===== src/rtl/ysyx_24110006_exu_seq_if.sv =====
// Handshake bundle between the multi-cycle sequencer and its IFU/EXU/LSU/RF/CSR neighbours.
// master is the sequencer side; slave is the surrounding core (or a testbench).
interface ysyx_24110006_exu_seq_if;
    logic [31:0] o_pc;
    logic        o_ifu_req;
    logic        i_ifu_valid;
    logic [31:0] i_ifu_inst;
    logic [31:0] o_inst;
    logic [31:0] i_exu_result;
    logic [31:0] i_exu_upc;
    logic        i_exu_jump;
    logic        i_exu_branch;
    logic        i_exu_trap;
    logic        i_exu_reg_wen;
    logic        i_exu_csr_wen;
    logic        i_exu_mem_ren;
    logic        i_exu_mem_wen;
    logic        i_ebreak;
    logic        o_lsu_req;
    logic        i_lsu_valid;
    logic [31:0] i_lsu_rdata;
    logic        o_rf_wen;
    logic [31:0] o_rf_wdata;
    logic        o_csr_wen;
    logic        o_retire;
    logic [31:0] o_instret;
    logic        o_halt;

    modport master (
        output o_pc, o_ifu_req, o_inst, o_lsu_req, o_rf_wen, o_rf_wdata,
               o_csr_wen, o_retire, o_instret, o_halt,
        input  i_ifu_valid, i_ifu_inst, i_exu_result, i_exu_upc, i_exu_jump,
               i_exu_branch, i_exu_trap, i_exu_reg_wen, i_exu_csr_wen,
               i_exu_mem_ren, i_exu_mem_wen, i_ebreak, i_lsu_valid, i_lsu_rdata
    );

    modport slave (
        input  o_pc, o_ifu_req, o_inst, o_lsu_req, o_rf_wen, o_rf_wdata,
               o_csr_wen, o_retire, o_instret, o_halt,
        output i_ifu_valid, i_ifu_inst, i_exu_result, i_exu_upc, i_exu_jump,
               i_exu_branch, i_exu_trap, i_exu_reg_wen, i_exu_csr_wen,
               i_exu_mem_ren, i_exu_mem_wen, i_ebreak, i_lsu_valid, i_lsu_rdata
    );
endinterface


===== src/rtl/ysyx_24110006_exu_seq.sv =====
// Multi-cycle FETCH/EXEC/MEM/WB sequencer around the combinational EXU.
// Owns PC, instruction register, writeback data and the retired-instruction counter; Moore outputs.
module ysyx_24110006_exu_seq #(
    parameter logic [31:0] RESET_PC      = 32'h8000_0000,
    parameter logic [31:0] RESET_INSTRET = 32'h0000_0000
) (
    input  logic                           i_clock,
    input  logic                           i_reset_n,
    ysyx_24110006_exu_seq_if.master        bus
);

    localparam logic [2:0] S_IDLE  = 3'd0;
    localparam logic [2:0] S_FETCH = 3'd1;
    localparam logic [2:0] S_EXEC  = 3'd2;
    localparam logic [2:0] S_MEM   = 3'd3;
    localparam logic [2:0] S_WB    = 3'd4;
    localparam logic [2:0] S_HALT  = 3'd5;

    localparam logic [31:0] NOP = 32'h0000_0013;

    logic [2:0]  state_q,     state_d;
    logic [31:0] pc_q,        pc_d;
    logic [31:0] inst_q,      inst_d;
    logic [31:0] wb_data_q,   wb_data_d;
    logic [31:0] tgt_q,       tgt_d;
    logic [31:0] instret_q,   instret_d;
    logic        rf_en_q,     rf_en_d;
    logic        csr_en_q,    csr_en_d;
    logic        redirect_q,  redirect_d;
    logic        halt_pend_q, halt_pend_d;
    logic        is_load_q,   is_load_d;

    always_comb begin
        state_d     = state_q;
        pc_d        = pc_q;
        inst_d      = inst_q;
        wb_data_d   = wb_data_q;
        tgt_d       = tgt_q;
        instret_d   = instret_q;
        rf_en_d     = rf_en_q;
        csr_en_d    = csr_en_q;
        redirect_d  = redirect_q;
        halt_pend_d = halt_pend_q;
        is_load_d   = is_load_q;

        case (state_q)
            S_IDLE: state_d = S_FETCH;
            S_FETCH: begin
                if (bus.i_ifu_valid) begin
                    inst_d  = bus.i_ifu_inst;
                    state_d = S_EXEC;
                end
            end
            S_EXEC: begin
                // Everything the later phases need is latched here so EXU inputs can move afterwards.
                wb_data_d   = bus.i_exu_result;
                rf_en_d     = bus.i_exu_reg_wen;
                csr_en_d    = bus.i_exu_csr_wen;
                redirect_d  = bus.i_exu_jump | bus.i_exu_branch | bus.i_exu_trap;
                tgt_d       = bus.i_exu_upc & ~32'h1;
                halt_pend_d = bus.i_ebreak;
                is_load_d   = bus.i_exu_mem_ren;
                state_d     = (bus.i_exu_mem_ren | bus.i_exu_mem_wen) ? S_MEM : S_WB;
            end
            S_MEM: begin
                if (bus.i_lsu_valid) begin
                    if (is_load_q) begin
                        wb_data_d = bus.i_lsu_rdata;
                    end
                    state_d = S_WB;
                end
            end
            S_WB: begin
                pc_d      = redirect_q ? tgt_q : pc_q + 32'd4;
                instret_d = instret_q + 32'd1;
                state_d   = halt_pend_q ? S_HALT : S_FETCH;
            end
            S_HALT: state_d = S_HALT;
            default: state_d = S_IDLE;
        endcase
    end

    always_ff @(posedge i_clock or negedge i_reset_n) begin
        if (!i_reset_n) begin
            state_q     <= S_IDLE;
            pc_q        <= RESET_PC;
            inst_q      <= NOP;
            wb_data_q   <= '0;
            tgt_q       <= '0;
            instret_q   <= RESET_INSTRET;
            rf_en_q     <= 1'b0;
            csr_en_q    <= 1'b0;
            redirect_q  <= 1'b0;
            halt_pend_q <= 1'b0;
            is_load_q   <= 1'b0;
        end else begin
            state_q     <= state_d;
            pc_q        <= pc_d;
            inst_q      <= inst_d;
            wb_data_q   <= wb_data_d;
            tgt_q       <= tgt_d;
            instret_q   <= instret_d;
            rf_en_q     <= rf_en_d;
            csr_en_q    <= csr_en_d;
            redirect_q  <= redirect_d;
            halt_pend_q <= halt_pend_d;
            is_load_q   <= is_load_d;
        end
    end

    assign bus.o_pc       = pc_q;
    assign bus.o_inst     = inst_q;
    assign bus.o_rf_wdata = wb_data_q;
    assign bus.o_instret  = instret_q;
    assign bus.o_ifu_req  = (state_q == S_FETCH);
    assign bus.o_lsu_req  = (state_q == S_MEM);
    assign bus.o_retire   = (state_q == S_WB);
    assign bus.o_rf_wen   = (state_q == S_WB) & rf_en_q;
    assign bus.o_csr_wen  = (state_q == S_WB) & csr_en_q;
    assign bus.o_halt     = (state_q == S_HALT);

endmodule


===== src/flat_wrapper.sv =====
// flat-port wrapper written by rule: the top's interface ports become plain ports
module ysyx_24110006_exu_seq_flat 
#(
    parameter logic [31:0] RESET_PC      = 32'h8000_0000,
    parameter logic [31:0] RESET_INSTRET = 32'h0000_0000
)
  (i_clock, i_reset_n, bus_o_pc, bus_o_ifu_req, bus_o_inst, bus_o_lsu_req, bus_o_rf_wen, bus_o_rf_wdata, bus_o_csr_wen, bus_o_retire, bus_o_instret, bus_o_halt, bus_i_ifu_valid, bus_i_ifu_inst, bus_i_exu_result, bus_i_exu_upc, bus_i_exu_jump, bus_i_exu_branch, bus_i_exu_trap, bus_i_exu_reg_wen, bus_i_exu_csr_wen, bus_i_exu_mem_ren, bus_i_exu_mem_wen, bus_i_ebreak, bus_i_lsu_valid, bus_i_lsu_rdata);
  ysyx_24110006_exu_seq_if bus_i ();
  input  logic i_clock;
  input  logic i_reset_n;
  output wire logic [$bits(bus_i.o_pc)-1:0] bus_o_pc;
  output wire logic [$bits(bus_i.o_ifu_req)-1:0] bus_o_ifu_req;
  output wire logic [$bits(bus_i.o_inst)-1:0] bus_o_inst;
  output wire logic [$bits(bus_i.o_lsu_req)-1:0] bus_o_lsu_req;
  output wire logic [$bits(bus_i.o_rf_wen)-1:0] bus_o_rf_wen;
  output wire logic [$bits(bus_i.o_rf_wdata)-1:0] bus_o_rf_wdata;
  output wire logic [$bits(bus_i.o_csr_wen)-1:0] bus_o_csr_wen;
  output wire logic [$bits(bus_i.o_retire)-1:0] bus_o_retire;
  output wire logic [$bits(bus_i.o_instret)-1:0] bus_o_instret;
  output wire logic [$bits(bus_i.o_halt)-1:0] bus_o_halt;
  input wire logic [$bits(bus_i.i_ifu_valid)-1:0] bus_i_ifu_valid;
  input wire logic [$bits(bus_i.i_ifu_inst)-1:0] bus_i_ifu_inst;
  input wire logic [$bits(bus_i.i_exu_result)-1:0] bus_i_exu_result;
  input wire logic [$bits(bus_i.i_exu_upc)-1:0] bus_i_exu_upc;
  input wire logic [$bits(bus_i.i_exu_jump)-1:0] bus_i_exu_jump;
  input wire logic [$bits(bus_i.i_exu_branch)-1:0] bus_i_exu_branch;
  input wire logic [$bits(bus_i.i_exu_trap)-1:0] bus_i_exu_trap;
  input wire logic [$bits(bus_i.i_exu_reg_wen)-1:0] bus_i_exu_reg_wen;
  input wire logic [$bits(bus_i.i_exu_csr_wen)-1:0] bus_i_exu_csr_wen;
  input wire logic [$bits(bus_i.i_exu_mem_ren)-1:0] bus_i_exu_mem_ren;
  input wire logic [$bits(bus_i.i_exu_mem_wen)-1:0] bus_i_exu_mem_wen;
  input wire logic [$bits(bus_i.i_ebreak)-1:0] bus_i_ebreak;
  input wire logic [$bits(bus_i.i_lsu_valid)-1:0] bus_i_lsu_valid;
  input wire logic [$bits(bus_i.i_lsu_rdata)-1:0] bus_i_lsu_rdata;
  assign bus_o_pc = bus_i.o_pc;
  assign bus_o_ifu_req = bus_i.o_ifu_req;
  assign bus_o_inst = bus_i.o_inst;
  assign bus_o_lsu_req = bus_i.o_lsu_req;
  assign bus_o_rf_wen = bus_i.o_rf_wen;
  assign bus_o_rf_wdata = bus_i.o_rf_wdata;
  assign bus_o_csr_wen = bus_i.o_csr_wen;
  assign bus_o_retire = bus_i.o_retire;
  assign bus_o_instret = bus_i.o_instret;
  assign bus_o_halt = bus_i.o_halt;
  assign bus_i.i_ifu_valid = bus_i_ifu_valid;
  assign bus_i.i_ifu_inst = bus_i_ifu_inst;
  assign bus_i.i_exu_result = bus_i_exu_result;
  assign bus_i.i_exu_upc = bus_i_exu_upc;
  assign bus_i.i_exu_jump = bus_i_exu_jump;
  assign bus_i.i_exu_branch = bus_i_exu_branch;
  assign bus_i.i_exu_trap = bus_i_exu_trap;
  assign bus_i.i_exu_reg_wen = bus_i_exu_reg_wen;
  assign bus_i.i_exu_csr_wen = bus_i_exu_csr_wen;
  assign bus_i.i_exu_mem_ren = bus_i_exu_mem_ren;
  assign bus_i.i_exu_mem_wen = bus_i_exu_mem_wen;
  assign bus_i.i_ebreak = bus_i_ebreak;
  assign bus_i.i_lsu_valid = bus_i_lsu_valid;
  assign bus_i.i_lsu_rdata = bus_i_lsu_rdata;
  ysyx_24110006_exu_seq #(.RESET_PC(RESET_PC), .RESET_INSTRET(RESET_INSTRET)) u_core (.i_clock(i_clock), .i_reset_n(i_reset_n), .bus(bus_i));
endmodule

===== config.mk =====
export PLATFORM = sky130hd
export DESIGN_NAME = ysyx_24110006_exu_seq_flat
export DESIGN_NICKNAME = d
export VERILOG_FILES = /design/src/rtl/ysyx_24110006_exu_seq_if.sv /design/src/rtl/ysyx_24110006_exu_seq.sv /design/src/flat_wrapper.sv
export SDC_FILE = /design/constraint.sdc
export NUM_CORES = 1
export LEC_CHECK = 0
export CORE_MARGIN = 1.5
export CORE_UTILIZATION = 49
export CTS_CLUSTER_DIAMETER = 200
export DETAILED_ROUTE_END_ITERATION = 10
export GPL_ROUTABILITY_DRIVEN = 0
export PLACE_DENSITY = 0.86
export SYNTH_ARGS = -nofsm -noshare
export SYNTH_HDL_FRONTEND = slang
export SYNTH_SLANG_ARGS = --single-unit

===== constraint.sdc =====
create_clock -name i_clock -period 3.8 [get_ports i_clock]
set_input_delay 0.95 -clock i_clock [delete_from_list [all_inputs] [get_ports i_clock]]
set_output_delay 0.95 -clock i_clock [all_outputs]
set_load 0.03 [all_outputs]

==> flow_summary.toml, run 1 <==
[critical_path]
slowest_delay_ps = 690
critPathLaunchType = "flip-flop"
critPathMaxFanout = 8
critPathSlowestCell = "clkdlybuf4s50_1"
critPathCaptureType = "output pin"
r2r_slack_ps = 1580
r2r_cells = 6
critical_path_required_ps = 2850
r2r_end = "u_core.bus.o_pc[16]"
timing.rr.start = "u_core.bus.o_pc[2]"
timing.critical_path.arrival_ps = 2250
critical_path_class = "reg -> out"
crit_chain = "nand2b_1 -> or2_2 -> inv_1 -> clkdlybuf4s50_1"

[drt]
antenna_left = 0
drt-wirelength-per-cell_um = 17.5
routed_wl_mm = 20.0
num_vias = 6199
avgViaCountPerCell = 5.41
drc = 0
drt_iter0_markers = 372
first_pass_iters = 5

[floorplanning]
dieArea_sq_um = 16400
core_sq_um = 15200
initial_core_util = 0.503
rows = 45
die-height_um = 128
die_w_um = 128
ios = 274

[global_route]
top_usage_layer = "met2"
grt_util_all_layers = 0.252
grt-ovfl-total = 0
grt_pass1_vias = 6281
grt_pass1_wl_mm = 31.9
antenna_found_initial = 1
met3_usage = 0.0831
met1_usage = 0.306
grtUsageMet2 = 0.419
grt_max_degree = 80

[final_layout]
syn_to_final_growth_pct = 44.5
layout_commonest_cell = "clkdlybuf4s50_1"
drive_gt1_frac = 0.131
final_area_sq_um = 11100
nets = 1086
final_cell_mix = "clkdlybuf4s50_1 (268), dfrtp_1 (162), nand2_1 (75), mux2_2 (66), nand3_1 (40)"

[clocking]
h-tree-depth = 4
path_clk_slew_ps = 60
cts_made_buffers = 17
clkLatencyLatePin_ps = 420
cts_tree = "yes"
cts_root_buffer = "clkbuf_16"
post_cts_buffers = 0
cts.hold.buffers_added = 0
cts_buffer_depth = 2
cts.sinks = 166
cts-resized-gates = 0

[pwr]
powerDensity_nw_per_um2 = 341
ir_drop_mv = 0.310
p_leak_uw = 0.00507
power_uw = 3760

[timing]
rsz0062_at_grt = "false"
fin_crit_ps = 3200
finalSetupViolCount = 0
hold_violations = 0
max_slew_margin = 0.262
finalSetupTns_ps = 0
worst_pin_slew_ps = 1100
max_freq_ghz = 0.313
finClkSkew_ps = 11.9
hold_slack_ps = 471
period_share = 0.842
final_max_slew_viol_count = 0

[synth]
avgSynthCellArea_sq_um = 11.1
ys_seq_area_frac = 0.544
synth_top_area_frac = 0.530
synth.area.top_cells = "dfrtp_1 (53%), mux2_2 (9.7%), mux2i_1 (5.0%), nand2_1 (3.7%), xnor2_1 (2.7%)"
syn_area_sq_um = 7650
yosysTopAreaCell = "dfrtp_1"
ys_async_sr_fraction = 1.00
synth_edf_count = 0
synth_fp_nets = 832
synthDistinctLibCells = 56
yosys_warnings = 0
yosys_register_bits = 166
synth_cells = 690
synthFlopType = "dfrtp_1"

[place]
hpwl_mm = 14.4
dpl_cell_area_sq_um = 10500
portBuffers = 271

[min_path]
whs_endpoint = "u_core.bus.o_instret[31]"
hold_start = "u_core.bus.o_instret[31]"
min_path_type = "reg -> reg"
min_path_cells = 1

[job]
drv_cap = 0

[status]
status = "completed"
==> flip-flops by register name, indices dropped and copies added, names as in the netlist <==
signal                 count
u_core.redirect_q          1
u_core.halt_pend_q         1
u_core.is_load_q           1
u_core.bus.o_inst         32
u_core.state_q             3
u_core.tgt_q              31
u_core.rf_en_q             1
u_core.bus.o_pc           31
u_core.csr_en_q            1
u_core.bus.o_rf_wdata     32
u_core.bus.o_instret      32
==> cell usage after synthesis (17+ instances only) <==
| cell | n |
|---|---|
| buf_2 | 17 |
| o21ai_0 | 35 |
| nand3_1 | 40 |
| clkbuf_1 | 19 |
| xnor2_1 | 24 |
| nor2_1 | 21 |
| a21oi_1 | 29 |
| dfrtp_1 | 162 |
| mux2i_1 | 38 |
| nand2_1 | 75 |
| o21ai_1 | 17 |
| mux2_2 | 66 |
==> report_power, final <==
group / total, uW / leakage [uW] / internal [uW] / switching, uW
Combinational: 285 / 0.00257 / 168 / 117
Clock: 1680 / 0.000281 / 973 / 711
Sequential: 1790 / 0.00222 / 1780 / 9.39
Total: 3760 / 0.00507 / 2930 / 837
==> cell type report <==
class                      instances  area, sq um
sequential                       166         4160
timing repair buffer             279         2780
fill                            1099         4150
inverter                           8         30.0
clock inverter                    14          148
clock buffer                      18          429
tap                              188          235
multi-input combinational        472         3270
antenna                            1         2.50
==> kinds of logic after synthesis <==
kind of cell | count (synthesis) | synth area share
AND/OR/NAND/NOR | 222 | 0.155
buffers and inverters | 52 | 0.0303
multiplexers | 106 | 0.150
other | 1 | 0.000490
AO/OA/AOI/OAI | 110 | 0.0812
flip-flops | 166 | 0.544
adder cells (fa/ha/maj) | 2 | 0.00327
XOR/XNOR | 31 | 0.0355
==> critical path, delay by kind of cell, from the launching register on <==
family	cells	cell delay, ps
buffers and inverters	2	750
flip-flops	1	490
AND/OR/NAND/NOR	2	600
==> worst max-delay path by stage <==
stage	slack [ps]	to	from
floorplan	1270	bus_o_rf_wen	u_core.state_q[1]
CTS	600	bus_o_lsu_req	u_core.state_q[2]
global route	530	bus_o_lsu_req	u_core.state_q[2]
finish	600	bus_o_lsu_req	u_core.state_q[2]
global placement	1060	bus_o_lsu_req	u_core.state_q[2]
detailed placement	1040	bus_o_lsu_req	u_core.state_q[2]
==> stage by stage <==
stage          setup WS (ps)  std cells  utilization
5_1_grt                  525       1145        0.727
3_3_place_gp            1060       1113        0.689
6_report                 601       1146        0.727
3_5_place_dp            1040       1113        0.689
2_1_floorplan           1270        690            -
4_1_cts                  596       1145        0.727
==> per-layer routing <==
metal / up-vias / wire (um)
li1: 2969 / -
met1: 2957 / 8040
met2: 234 / 9860
met3: 39 / 1470
met4: 0 / 625
met5: - / 0
Note: power is estimated with default switching activity, not from simulation.
==> run 2: changes to the inputs <==
--- a/config.mk
+++ b/config.mk
@@ -6,11 +6,11 @@
 export NUM_CORES = 1
 export LEC_CHECK = 0
 export CORE_MARGIN = 1.5
-export CORE_UTILIZATION = 49
+export CORE_UTILIZATION = 45
 export CTS_CLUSTER_DIAMETER = 200
 export DETAILED_ROUTE_END_ITERATION = 10
 export GPL_ROUTABILITY_DRIVEN = 0
-export PLACE_DENSITY = 0.86
+export PLACE_DENSITY = 0.8
 export SYNTH_ARGS = -nofsm -noshare
 export SYNTH_HDL_FRONTEND = slang
 export SYNTH_SLANG_ARGS = --single-unit
==> constraint.sdc (replaced) <==
create_clock -name i_clock -period 3 [get_ports i_clock]
set_input_delay 0.75 -clock i_clock [delete_from_list [all_inputs] [get_ports i_clock]]
set_output_delay 0.75 -clock i_clock [all_outputs]
set_load 0.03 [all_outputs]
==> run 2 against run 1 <==
Sequential share of layout area fell by 0.29 points. Global-route usage fell by 2.6 points. First-iteration DRC count rose by 9.1%. Clock skew barely moved. Critical endpoint unchanged. Cell count rose by 3.3%. Combinational power rose by 26%. Largest power group unchanged. Sequential power rose by 27%. Setup slack got worse by 470 ps. Wire length fell by 2.0%. Flip-flop and latch count did not move. Design area rose by 0.82%.
==> flow_summary.toml, run 2 (same netlist as run 1, synthesis figures left out) <==
[global_route]
grt_pass1_wl_mm = 31.9
grt-ovfl-total = 0
grt_pass1_vias = 6215
grt_max_degree = 75
antenna_found_initial = 1
grt_util_all_layers = 0.226

[pwr]
ir_drop_mv = 0.364
power_uw = 4720
powerDensity_nw_per_um2 = 424
p_leak_uw = 0.00509

[clocking]
h-tree-depth = 4
path_clk_slew_ps = 70
post_cts_buffers = 0
cts_made_buffers = 17
cts_root_buffer = "clkbuf_16"
clkLatencyLatePin_ps = 420
cts.sinks = 166
cts_buffer_depth = 2
cts_tree = "yes"
cts.hold.buffers_added = 0

[drt]
drc = 0
first_pass_iters = 4
antenna_left = 0
drt_iter0_markers = 406
routed_wl_mm = 19.6
drt-wirelength-per-cell_um = 16.6
num_vias = 6184
avgViaCountPerCell = 5.22

[critical_path]
critPathBufInv = 3
critical_path_class = "reg -> out"
crit_chain = "inv_1 -> or2_2 -> inv_1 -> clkdlybuf4s50_1"
critPathLaunchType = "flip-flop"
critical_path_required_ps = 2250
cpLargestDelayFamily = "buffers and inverters"
critPathCaptureType = "output pin"
critPathMaxFanout = 8
critPathSlowestCell = "clkdlybuf4s50_1"
timing.critical_path.arrival_ps = 2120
slowest_delay_ps = 670
crit_path_frequent_cell = "inv_1"

[floorplanning]
ios = 274
die-height_um = 133
rows = 47
initial_core_util = 0.461
core_sq_um = 16600
die_w_um = 133
dieArea_sq_um = 17800

[final_layout]
syn_to_final_growth_pct = 45.7
drive_gt1_frac = 0.137
final_util = 0.672
fillers = 1309
finalNonFillerCells = 1184
final_cell_mix = "clkdlybuf4s50_1 (268), dfrtp_1 (161), nand2_1 (75), mux2_2 (66), nand3_1 (40)"
layout_commonest_cell = "clkdlybuf4s50_1"
nets = 1092

[timing]
finClkSkew_ps = 11.9
hold_violations = 0
max_freq_ghz = 0.348
max_slew_margin = 0.550
finalSetupTns_ps = 0
fin_crit_ps = 2870
period_share = 0.957
rsz0062_at_grt = "false"
hold_slack_ps = 344
worst_pin_slew_ps = 675
final_max_slew_viol_count = 0
finalSetupViolCount = 0

[status]
status = "completed"

[place]
portBuffers = 271
dp_cells = 1151
hpwl_mm = 14.3

[min_path]
min_path_type = "in -> async"

[job]
drv_cap = 0
[run 2: area by class of cell]
| type | count | area (sq um) | area share |
|---|---|---|---|
| Antenna cell | 1 | 2.50 | 0.000225 |
| Clock buffer | 19 | 443 | 0.0398 |
| Clock inverter | 13 | 125 | 0.0112 |
| Inverter | 8 | 30.0 | 0.00270 |
| Multi-Input combinational cell | 472 | 3270 | 0.293 |
| Sequential cell | 166 | 4160 | 0.373 |
| Tap cell | 220 | 275 | 0.0247 |
| Timing Repair Buffer | 285 | 2840 | 0.255 |
[run 2: what timing repair did]
| item | CTS | global route |
|---|---|---|
| resized for setup | 0 | 1 |
| endpoints found under the hold margin | 0 | 0 |
| endpoints found under the setup margin | 0 | 1 |
[run 2: power breakdown]
| part | total (uW) | internal, uW | switching (uW) |
|---|---|---|---|
| Clock | 2090 | 1180 | 913 |
| Combinational | 360 | 214 | 145 |
| Sequential | 2270 | 2260 | 11.7 |
| Total | 4720 | 3650 | 1070 |
[run 2: routing by layer]
layer	GRT usage	part of all wire
met5	0	0
met4	0.0894	0.025
met3	0.0712	0.081
met2	0.368	0.49
met1	0.282	0.40
[run 2: final timing paths]
| kind | from | to | slack, ps | cells past startpoint |
|---|---|---|---|---|
| setup / recovery | u_core.state_q[0] | bus_o_lsu_req | 130 | 4 |
| min in group i_clock | u_core.bus.o_instret[31] | u_core.bus.o_instret[31] | 470 | 1 |
| setup reg to reg | u_core.bus.o_pc[2] | u_core.bus.o_pc[16] | 810 | 6 |
| max in group asynchronous | i_reset_n | u_core.bus.o_instret[22] | 1830 | 2 |
| hold / removal | i_reset_n | u_core.bus.o_inst[26] | 340 | 1 |
| hold reg to reg | u_core.bus.o_instret[31] | u_core.bus.o_instret[31] | 470 | 1 |
[run 2: through the flow]
| step | area [sq um] | worst slack, ps |
|---|---|---|
| after floorplan | 7650 | 669 |
| after global placement | 10600 | 515 |
| after detailed placement | 10600 | 477 |
| after CTS | 11100 | 2.08 |
| after global routing | 11100 | 41.3 |
| final | 11100 | 128 |
==> run 3: changes to the inputs <==
--- a/config.mk
+++ b/config.mk
@@ -6,11 +6,11 @@
 export NUM_CORES = 1
 export LEC_CHECK = 0
 export CORE_MARGIN = 1.5
-export CORE_UTILIZATION = 45
+export CORE_UTILIZATION = 49
 export CTS_CLUSTER_DIAMETER = 200
 export DETAILED_ROUTE_END_ITERATION = 10
 export GPL_ROUTABILITY_DRIVEN = 0
-export PLACE_DENSITY = 0.8
+export PLACE_DENSITY = 0.86
 export SYNTH_ARGS = -nofsm -noshare
 export SYNTH_HDL_FRONTEND = slang
 export SYNTH_SLANG_ARGS = --single-unit
==> constraint.sdc (replaced) <==
create_clock -name i_clock -period 3.4 [get_ports i_clock]
set_input_delay 0.85 -clock i_clock [delete_from_list [all_inputs] [get_ports i_clock]]
set_output_delay 0.85 -clock i_clock [all_outputs]
set_load 0.03 [all_outputs]
==> run 3 against run 2 <==
Critical path depth unchanged. Core utilization increased by 5.6 points. Critical path type unchanged. Critical endpoint unchanged. Register-to-register slack improved by 350 ps. Die area decreased by 8.0%. First-iteration DRC count increased by 22%. Largest power group unchanged. Cell count decreased by 3.2%. Power decreased by 11%. Clock-buffer cell count unchanged. Sequential share of layout area increased by 0.27 points. Sequential power decreased by 11%. Non-clock buffer count decreased by 4.
==> flow_summary.toml, run 3 (same netlist as run 1, synthesis figures left out) <==
[status]
status = "completed"

[timing]
finalSetupTns_ps = 0
finClkSkew_ps = 10.5
period_share = 0.906
finalSetupViolCount = 0
final_max_slew_viol_count = 0
fin_crit_ps = 3080
max_freq_ghz = 0.325
rsz0062_at_grt = "false"
max_slew_margin = 0.378
hold_violations = 0
worst_pin_slew_ps = 927

[floorplanning]
ios = 274
rows = 45
dieArea_sq_um = 16400
die-height_um = 128
core_sq_um = 15200
initial_core_util = 0.503
die_w_um = 128

[place]
portBuffers = 271
hpwl_mm = 14.5
dpl_cell_area_sq_um = 10500
dp_cells = 1115

[drt]
antenna_left = 0
routed_wl_mm = 20.4
drt_iter0_markers = 497
drt-wirelength-per-cell_um = 17.8
avgViaCountPerCell = 5.46
drc = 0
first_pass_iters = 6
num_vias = 6253

[critical_path]
cpLargestDelayFamily = "buffers and inverters"
critical_path_required_ps = 2550
r2r_slack_ps = 1160
timing.critical_path.arrival_ps = 2230
r2r_end = "u_core.bus.o_pc[16]"
slowest_delay_ps = 680
critPathBufInv = 2
critPathCaptureType = "output pin"
r2r_cells = 6
critPathLaunchType = "flip-flop"
critPathMaxFanout = 8
critPathSlowestCell = "clkdlybuf4s50_1"
critical_path_class = "reg -> out"
timing.rr.start = "u_core.bus.o_pc[2]"
crit_chain = "nand2b_1 -> or2_2 -> inv_1 -> clkdlybuf4s50_1"

[pwr]
powerDensity_nw_per_um2 = 379
ir_drop_mv = 0.347
p_leak_uw = 0.00507

[global_route]
grt_pass1_wl_mm = 32.6
grt_max_degree = 65
grt_pass1_vias = 6334
met3_usage = 0.0801
grt_util_all_layers = 0.256
grtUsageMet2 = 0.437
antenna_found_initial = 0
grt-ovfl-total = 0
top_usage_layer = "met2"
met1_usage = 0.312

[clocking]
post_cts_buffers = 0
cts_tree = "yes"
h-tree-depth = 4
cts.sinks = 166
cts_made_buffers = 17
cts.hold.buffers_added = 0
path_clk_slew_ps = 70
cts_root_buffer = "clkbuf_16"
clkLatencyLatePin_ps = 420
cts_buffer_depth = 2
cts-resized-gates = 0

[final_layout]
finalNonFillerCells = 1146
final_area_sq_um = 11100
final_util = 0.727
diodes = 0
final_cell_mix = "clkdlybuf4s50_1 (268), dfrtp_1 (162), nand2_1 (75), mux2_2 (66), nand3_1 (40)"
drive_gt1_frac = 0.133
syn_to_final_growth_pct = 44.6
fillers = 1108
nets = 1088
layout_commonest_cell = "clkdlybuf4s50_1"

[job]
drv_cap = 0

[min_path]
min_path_type = "in -> async"
[run 3: cell count changes in the layout (fill, tap and decap cells not counted)]
| cell | previous run | this run |
|---|---|---|
| clkbuf_1 | 1 | 0 |
| buf_4 | 14 | 11 |
| clkinv_2 | 2 | 1 |
| clkbuf_8 | 1 | 2 |
| inv_8 | 1 | 0 |
| buf_12 | 2 | 1 |
| inv_6 | 2 | 5 |
| dfrtp_1 | 161 | 162 |
| dfrtp_2 | 1 | 0 |
| clkinv_4 | 3 | 1 |
| diode_2 | 1 | 0 |
[run 3: where the power goes]
part | leakage [uW] | internal [uW] | switching [uW] | total (uW)
registers | 0.00222 | 1990 | 10.7 | 2010
clock network | 0.000269 | 1050 | 811 | 1870
logic | 0.00259 | 188 | 132 | 320
total | 0.00507 | 3240 | 953 | 4190
[run 3: cell type report]
type                    instances  area [sq um]  area share
repair buffers                281          2800       0.253
clock buffers                  19           453      0.0410
flip-flops and latches        166          4160       0.376
well taps                     188           235      0.0213
inverters                       8          30.0     0.00272
clock inverters                12           118      0.0106
multi-input cells             472          3270       0.295
[run 3: layer usage]
layer | share of wire | routed length (um)
met2 | 0.52 | 10500
met3 | 0.070 | 1420
met4 | 0.015 | 306
met1 | 0.40 | 8180
met5 | 0 | 0
[run 3: per-stage QoR]
stage	power, uW	setup slack (ps)	hold slack, ps
2_1_floorplan	2110	969	459
3_3_place_gp	2360	762	461
4_1_cts	4230	300	392
5_1_grt	4330	191	407
3_5_place_dp	2360	751	469
6_report	4190	321	372
[run 3: how the worst max path moves through the flow]
stage / from / endpoint / slack (ps) / cells past startpoint
floorplan: u_core.state_q[1] / bus_o_rf_wen / 970 / 7
global placement: u_core.state_q[2] / bus_o_lsu_req / 760 / 4
detailed placement: u_core.state_q[2] / bus_o_lsu_req / 750 / 4
CTS: u_core.state_q[2] / bus_o_lsu_req / 300 / 4
global route: u_core.state_q[2] / bus_o_lsu_req / 190 / 4
finish: u_core.state_q[2] / bus_o_lsu_req / 320 / 4
[run 3: worst reg2reg max path, stage by stage, from the launching register on]
cell and delay, ps:
dfrtp_1 460, ha_1 290, nand4_1 240, or3_4 480, or4b_1 470, o21ai_0 90
a21oi_1 100
